`config.mk`:
```
export PLATFORM = sky130hd
export DESIGN_NAME = addsub_arbiter
export DESIGN_NICKNAME = d
export VERILOG_FILES = /design/src/rtl/addsub_arb_pkg.sv /design/src/rtl/rr_pick4.sv /design/src/rtl/addsub_arbiter.sv
export SDC_FILE = /design/constraint.sdc
export NUM_CORES = 1
export LEC_CHECK = 0
export CORE_ASPECT_RATIO = 1.1
export CORE_UTILIZATION = 30
export CTS_CLUSTER_DIAMETER = 30
export DETAILED_ROUTE_END_ITERATION = 8
export PLACE_DENSITY_LB_ADDON = 0.25
export SKIP_CTS_REPAIR_TIMING = 1
export SYNTH_ARGS = -nofsm -noshare
export SYNTH_HDL_FRONTEND = slang
export SYNTH_SLANG_ARGS = --single-unit
```
`constraint.sdc`:
```
create_clock -name clk -period 3.1 [get_ports clk]
set_input_delay 0.93 -clock clk [delete_from_list [all_inputs] [get_ports clk]]
set_output_delay 0.93 -clock clk [all_outputs]
set_load 0.01 [all_outputs]
```
`src/rtl/addsub_arb_pkg.sv`:
```
// Shared types and constants for the four-way add/subtract arbiter.
package addsub_arb_pkg;

    // Sequencer states: pick a requester, compute, then hold the result.
    typedef enum logic [1:0] {
        IDLE = 2'd0,
        EXEC = 2'd1,
        RESP = 2'd2
    } state_t;

    localparam int NUM_REQ = 4;
    localparam int ID_W    = 2;

    // Pointer starts at the last requester, so requester 0 is searched first.
    localparam logic [ID_W-1:0] PTR_RESET = 2'd3;

    // Expand a requester index into a one-hot accept vector.
    function automatic logic [NUM_REQ-1:0] id_to_onehot(input logic [ID_W-1:0] id);
        logic [NUM_REQ-1:0] vec;
        vec     = '0;
        vec[id] = 1'b1;
        return vec;
    endfunction

endpackage

```
`src/rtl/rr_pick4.sv`:
```
// Combinational round-robin picker over four request bits. The search
// starts one past the previous winner (ptr) and wraps, so ptr itself is
// considered last and no requester can be passed over more than three times.
module rr_pick4
    import addsub_arb_pkg::*;
(
    input  logic [NUM_REQ-1:0] req,
    input  logic [ID_W-1:0]    ptr,
    output logic               gnt_valid,
    output logic [ID_W-1:0]    gnt_id
);

    logic [ID_W-1:0] cand;

    // Scan ptr+1, ptr+2, ptr+3, ptr and keep the first requester found.
    always_comb begin
        // NOTE: every output of a combinational block gets a default before
        // any conditional logic; a path that leaves one unassigned infers a latch.
        gnt_valid = 1'b0;
        gnt_id    = '0;
        cand      = '0;
        for (int k = 1; k <= NUM_REQ; k++) begin
            // Two-bit addition wraps modulo 4, giving the circular order.
            cand = ptr + ID_W'(k);
            if (!gnt_valid && req[cand]) begin
                gnt_valid = 1'b1;
                gnt_id    = cand;
            end
        end
    end

endmodule

```
`src/rtl/addsub_arbiter.sv`:
```
// Round-robin arbiter and sequencer sharing one (N+1)-bit add/subtract unit
// among four requesters. One request is accepted in IDLE, computed in EXEC,
// and its result is held in RESP until the consumer takes it.
module addsub_arbiter
    import addsub_arb_pkg::*;
#(
    parameter int N = 4
) (
    input  logic                       clk,
    input  logic                       reset,
    input  logic [NUM_REQ-1:0]         req_valid,
    output logic [NUM_REQ-1:0]         req_ready,
    input  logic [NUM_REQ*(N+1)-1:0]   req_x,
    input  logic [NUM_REQ*(N+1)-1:0]   req_y,
    input  logic [NUM_REQ-1:0]         req_sel,
    output logic                       rsp_valid,
    input  logic                       rsp_ready,
    output logic [N+1:0]               rsp_z,
    output logic [ID_W-1:0]            rsp_id
);

    localparam int OP_W  = N + 1;
    localparam int RES_W = N + 2;

    // Sequencer state and round-robin pointer.
    state_t            state_q;
    logic [ID_W-1:0]   ptr_q;

    // Operand registers loaded on the acceptance cycle.
    logic [OP_W-1:0]   x_q;
    logic [OP_W-1:0]   y_q;
    logic              sel_q;
    logic [ID_W-1:0]   id_q;

    // Result registers driving the response port directly.
    logic [RES_W-1:0]  z_q;
    logic              rsp_valid_q;
    logic [ID_W-1:0]   rsp_id_q;

    // Picker outputs and next-value operands of the current winner.
    logic              gnt_valid;
    logic [ID_W-1:0]   gnt_id;
    logic              accept;
    logic [OP_W-1:0]   x_d;
    logic [OP_W-1:0]   y_d;
    logic              sel_d;
    logic [RES_W-1:0]  z_d;

    rr_pick4 u_pick (
        .req       (req_valid),
        .ptr       (ptr_q),
        .gnt_valid (gnt_valid),
        .gnt_id    (gnt_id)
    );

    // The winner is always a valid requester and its ready is raised in the
    // same cycle, so a grant in IDLE is an accepted handshake.
    assign accept = (state_q == IDLE) && gnt_valid;

    // Route the winner's operand slice toward the operand registers.
    always_comb begin
        x_d   = req_x[int'(gnt_id) * OP_W +: OP_W];
        y_d   = req_y[int'(gnt_id) * OP_W +: OP_W];
        sel_d = req_sel[gnt_id];
    end

    // Shared add/subtract on zero-extended operands; subtraction wraps
    // modulo 2^(N+2), so a negative difference appears as two's complement.
    always_comb begin
        if (sel_q) begin
            z_d = {1'b0, x_q} - {1'b0, y_q};
        end else begin
            z_d = {1'b0, x_q} + {1'b0, y_q};
        end
    end

    // Accept strobe: only the winner, only in IDLE, independent of rsp_ready.
    always_comb begin
        req_ready = '0;
        if (accept) begin
            req_ready = id_to_onehot(gnt_id);
        end
    end

    // Sequencer FSM with registered response outputs.
    always_ff @(posedge clk) begin
        // NOTE: sequential state is updated with non-blocking assignments so
        // every register samples pre-edge values regardless of statement order.
        if (reset) begin
            state_q     <= IDLE;
            ptr_q       <= PTR_RESET;
            x_q         <= '0;
            y_q         <= '0;
            sel_q       <= 1'b0;
            id_q        <= '0;
            z_q         <= '0;
            rsp_valid_q <= 1'b0;
            rsp_id_q    <= '0;
        end else begin
            case (state_q)
                IDLE: begin
                    if (accept) begin
                        x_q     <= x_d;
                        y_q     <= y_d;
                        sel_q   <= sel_d;
                        id_q    <= gnt_id;
                        ptr_q   <= gnt_id;
                        state_q <= EXEC;
                    end
                end
                EXEC: begin
                    z_q         <= z_d;
                    rsp_valid_q <= 1'b1;
                    rsp_id_q    <= id_q;
                    state_q     <= RESP;
                end
                RESP: begin
                    if (rsp_ready) begin
                        rsp_valid_q <= 1'b0;
                        state_q     <= IDLE;
                    end
                end
                default: begin
                    state_q <= IDLE;
                end
            endcase
        end
    end

    assign rsp_valid = rsp_valid_q;
    assign rsp_z     = z_q;
    assign rsp_id    = rsp_id_q;

endmodule

```
# Yosys cells after proc, flatten, opt, wreduce, memory -nomap -nowiden
# Cells that the tools add are included.
word_totals:
  ff_bits: 26
  out_inout_bits: 13
  word_cells: 67
  in_bits: 51
classes:
  multipliers: 1
  eq_ne: 4
  shift: 2
  muxes: 27
  n_reduce_logical: 13
  n_addsub: 5
  magnitude_cmp: 6
ops:
  columns: ["op", "n"]
  rows:
  - ["20-bit by 32-bit variable part select with 5-bit output", 1]
  - ["20-bit by 6-bit variable part select with 5-bit output", 1]
  - ["2-bit by 3-bit < comparator with 1-bit output, second input constant", 5]
  - ["2-bit 2-to-1 mux", 6]
  - ["1-bit 2-to-1 mux", 11]
  - ["1-bit binary-select mux with 2-bit select", 5]
  - ["5-bit by 5-bit adder with 6-bit output", 1]
  - ["6-bit 2-to-1 mux", 1]
  - ["2-bit one-hot mux with 3 select lines", 1]
  - ["2-bit AND reduction", 3]
  - ["5-bit by 5-bit subtractor with 6-bit output", 1]
  - ["1-bit logical AND", 5]
  - ["2-bit by 3-bit multiplier with 5-bit output, second input constant", 1]
  - ["2-bit adder, second input constant", 2]
  - ["4-bit 2-to-1 mux", 1]
  - ["2-bit inequality test, second input constant", 2]
  - ["1-bit logical NOT", 3]
  - ["2-bit by 1-bit adder with 2-bit output, second input constant", 1]
  - ["1-bit demux with 2-bit select", 1]
  - ["2-bit by 1-bit == test with 1-bit output, second input constant", 1]
  - ["2-bit == test, second input constant", 1]
  - ["2-bit by 1-bit greater-or-equal comparator with 1-bit output, second input constant", 1]
  - ["2-bit logical NOT", 1]
  - ["1-bit one-hot mux with 2 select lines", 1]
  - ["2-bit nonzero test", 1]

# Logic depth before layout (Yosys ltp)
depth:
  word_depth: 18
  mapped_depth: 10
  depth_no_buf: 10

# Cells and area by module
# Synthesis repeated with hierarchy kept, for this count alone.
hier_totals:
  hier_cells: 176
  area_unflattened_um2: 1609.0
by_module_without_submodules:
  columns: ["module", "area_per_inst_um2", "n_inst", "seq_area_each_um2", "cells_per_inst"]
  rows:
  - ["addsub_arbiter", 1517.7, 1, 520.5, 162]
  - ["rr_pick4", 91.3, 1, 0.0, 14]

# Least setup slack after synthesis
# Ideal clock, no wire load.
synth_timing:
  path_kind: "input to output"
  from: "in req_valid[1]"
  to: "out req_ready[2]"
  arrival_time_ns: 2.014
  path_stages: 5
  n_path_buf: 1
  setup_slack_ns: 0.156
  required_ns: 2.170
  path_cell_list: "mux2_4 > a32oi_4 > buf_4 > o21ai_0 > nor3_1"
synth_via:
  elab_chain_len: 17
  elab_cells_between_ends: 29
  cone_classes: "order compare: 2; mux: 19; reduce/logical: 8"
synth_lines:
  columns: ["element", "line_no", "rtl"]
  rows:
  - ["start: declaration", "addsub_arbiter.sv:11", "input logic [NUM_REQ-1:0] req_valid,"]
  - ["1-bit binary-select mux with 2-bit select", "rr_pick4.sv:25", "if (!gnt_valid && req[cand]) begin"]
  - ["1-bit 2-to-1 mux (not written as such)", "rr_pick4.sv:25", null]
  - ["1-bit 2-to-1 mux", "rr_pick4.sv:25", null]
  - ["1-bit logical NOT", "rr_pick4.sv:25", null]
  - ["1-bit logical AND", "rr_pick4.sv:25", null]
  - ["1-bit 2-to-1 mux", "rr_pick4.sv:25", null]
  - ["1-bit logical NOT", "rr_pick4.sv:25", null]
  - ["1-bit logical AND", "rr_pick4.sv:25", null]
  - ["1-bit 2-to-1 mux", "rr_pick4.sv:25", null]
  - ["1-bit logical NOT", "rr_pick4.sv:25", null]
  - ["1-bit logical AND", "rr_pick4.sv:25", null]
  - ["2-bit 2-to-1 mux", "rr_pick4.sv:25", null]
  - ["2-bit by 3-bit < comparator with 1-bit output (not written as such) or 2-bit by 1-bit greater-or-equal comparator with 1-bit output (tied branches)", "addsub_arb_pkg.sv:21", "vec[id] = 1'b1;"]
  - ["1-bit logical AND (not written as such)", "addsub_arb_pkg.sv:21", null]
  - ["1-bit 2-to-1 mux (not written as such)", "addsub_arb_pkg.sv:21", null]
  - ["1-bit demux with 2-bit select", "addsub_arb_pkg.sv:21", null]
  - ["4-bit 2-to-1 mux *", "addsub_arbiter.sv:80", "if (accept) begin"]
  - ["end: declaration", "addsub_arbiter.sv:12", "output logic [NUM_REQ-1:0] req_ready,"]
# Every way passes the cells marked *; elsewhere a longest branch is shown, timed or not. The select of a mux whose other input is x is not followed.

# Final worst setup path
layout_timing:
  from: "in req_valid[1]"
  to: "out req_ready[1]"
# Same word-level chain as after synthesis.

==> out/results.tsv <==
metric	value	unit
avgSynthCellArea	8.75	sq um
slew_headroom	0.606	
fmax	330	MHz
clkTransAtPathRegs	0.08	ns
placed_cell_area	2460	sq um
leakagePower	1.04	nW
period_minus_slack	3.03	ns
setup_violations	0	
portBuffers	63	
cts_buffers	3	
drive_above_1_share	0.160	
hold_ws	0.453	ns
finClkSkew	0.00274	ns
synth-edff-count	0	
post-route-period-util	0.979	
ys_seq_area_frac	0.308	
holdCritPathClass	flip-flop to flip-flop	
routed_via_density	4.78	
die-area	5930	sq um
cts_root_buf	clkbuf_8	
drt-wirelength-per-cell	12.4	um
insertion_delay	0.27	ns
syn_nets	251	
setup.worst_path.class	input pin to output port	
worstMarginPinSlew	0.590	ns
htree_levels	1	
grt_usage	0.151	
grt_max_degree	21	
final-hold-violation-count	0	
overflow	0	
n_antenna_cell	0	
drcViolationCount	0	
routed_wl	4270	um
status	complete, no violations	
synth_warnings	0	
end_kind	output port	
via_count	1643	
cap_viol_max_count	0	
cts_max_path_buffers	2	
ys_dominant_reg_cell	dfxtp_1	
die_y	80.7	um
syn2layout_area_growth	53.7	%
synth_async_sr_flop_share	0	
slew_viol_final	0	
grt_pass1_wl	7110	um
coreArea	5400	sq um
nets	328	
grt_pass1_vias	1619	
critPathMaxFanout	3	
gp_congestion	0.784	
design_area	2590	sq um
ios	64	
antenna_found_initial	0	
firstDrtPassIters	4	
rsz0062_at_grt	no	
dp_hpwl	3390	um
netlist_area	1690	sq um
peakVddDrop	0.000228	V
ys_ff_latch	26	
cp-start-kind	input pin	
final_antenna_net_count	0	
required	2.17	ns
clock-sinks	26	
critPathArrivalTime	2.10	ns
syn_inst	193	
synth_cell_types	44	
power_per_cell_area	499	nW/um^2
dieWidth	73.5	um
rows	28	
tritoncts	done	
drt_iter0_markers	57	
initial_utilization	0.313	
cells in the mapped netlist, types with 2 or more instances:
master     instances  share of area
nand2b_1           3          0.011
xnor2_1            5          0.026
mux2i_1           11          0.065
buf_12             2          0.024
a21oi_1           14          0.042
nand2_1           17          0.038
o221ai_1           5          0.026
a31oi_1            2         0.0074
o21ai_0            3         0.0089
a211oi_1           9          0.040
o31ai_1            2         0.0089
nor4_1             3          0.011
buf_2              3         0.0089
dfxtp_1           26           0.31
nand3b_1           5          0.022
or3_1              3          0.011
ha_1               6          0.044
clkbuf_1           5          0.011
nor3_1             4          0.012
nor2b_1            2         0.0074
a21boi_0          12          0.053
a2111oi_1          3          0.018
a2111oi_0          6          0.031
nor2_1            15          0.033
inv_1              8          0.018
state kept, by name, indices dropped and copies added, names as in the netlist:
| register | cells |
|---|---|
| ptr_q | 2 |
| y_q | 5 |
| x_q | 5 |
| rsp_z | 6 |
| id_q | 2 |
| rsp_valid | 1 |
| state_q | 2 |
| sel_q | 1 |
| rsp_id | 2 |
power breakdown:
part	internal (W)	leakage [nW]	switching (W)
clock network	0.000114	0.0288	0.000103
registers	0.000390	0.215	0.0000456
logic	0.000348	0.798	0.000295
per-layer routing:
metal / up-vias / share of wire / GRT usage
li1: 868 / - / -
met1: 731 / 0.47 / 0.183
met2: 40 / 0.49 / 0.272
met3: 4 / 0.030 / 0.0138
met4: 0 / 0.011 / 0.0577
met5: - / 0 / 0
area by class of cell:
type	count	area, sq um
timing repair buffer	84	795
inverter	8	30.0
fill	534	2800
sequential	26	520
multi-input combinational	147	1100
tap	75	93.8
clock buffer	4	55.1
critical path: stages:
cell            delay (ns)
dlymetal6s2s_1        0.15
mux2_4                0.29
a32oi_4               0.22
buf_6                 0.14
nand2_1               0.06
and3_1                0.19
clkbuf_2              0.12
through the flow:
| stage | utilization | setup slack [ns] | total power, W | instances | TNS [ns] |
|---|---|---|---|---|---|
| finish | 0.481 | 0.0660 | 0.00130 | 344 | 0 |
| global route | 0.481 | 0.0179 | 0.00140 | 344 | 0 |
| CTS | 0.467 | -0.700 | 0.00129 | 340 | -2.64 |
| detailed placement | 0.457 | -0.698 | 0.00107 | 336 | -2.60 |
| global placement | 0.457 | -0.701 | 0.00106 | 336 | -2.59 |
| floorplan | - | 0.156 | 0.000852 | 193 | 0 |
path summary, 6_finish.rpt:
kind                                             from                    end  slack, ns  cells past startpoint
worst max-delay path                     req_valid[1]           req_ready[1]       0.07                      7
worst min-delay path            rsp_z[4]$_SDFFE_PP0P_  rsp_z[4]$_SDFFE_PP0P_       0.45                      2
worst max register to register    y_q[0]$_SDFFE_PP0P_  rsp_z[5]$_SDFFE_PP0P_       0.77                      9
worst min register to register  rsp_z[4]$_SDFFE_PP0P_  rsp_z[4]$_SDFFE_PP0P_       0.45                      2
cells by family after synthesis:
kind of cell / after synthesis / synth area share
multiplexers: 12 / 0.0741
adder cells (fa/ha/maj): 7 / 0.0563
AO/OA/AOI/OAI: 63 / 0.281
AND/OR/NAND/NOR: 60 / 0.182
XOR/XNOR: 5 / 0.0259
buffers and inverters: 20 / 0.0726
flip-flops: 26 / 0.308
cell usage in the layout (no fill, tap or decap), types with 8 or more instances in the layout:
cell / netlist / routed
a211oi_1: 9 / 9
a21boi_0: 12 / 12
a21oi_1: 14 / 13
buf_4: 1 / 19
clkdlybuf4s50_1: 0 / 55
dfxtp_1: 26 / 26
inv_1: 8 / 8
mux2i_1: 11 / 11
nand2_1: 17 / 17
nor2_1: 15 / 14
No activity file was read; power rests on OpenSTA's default activity.
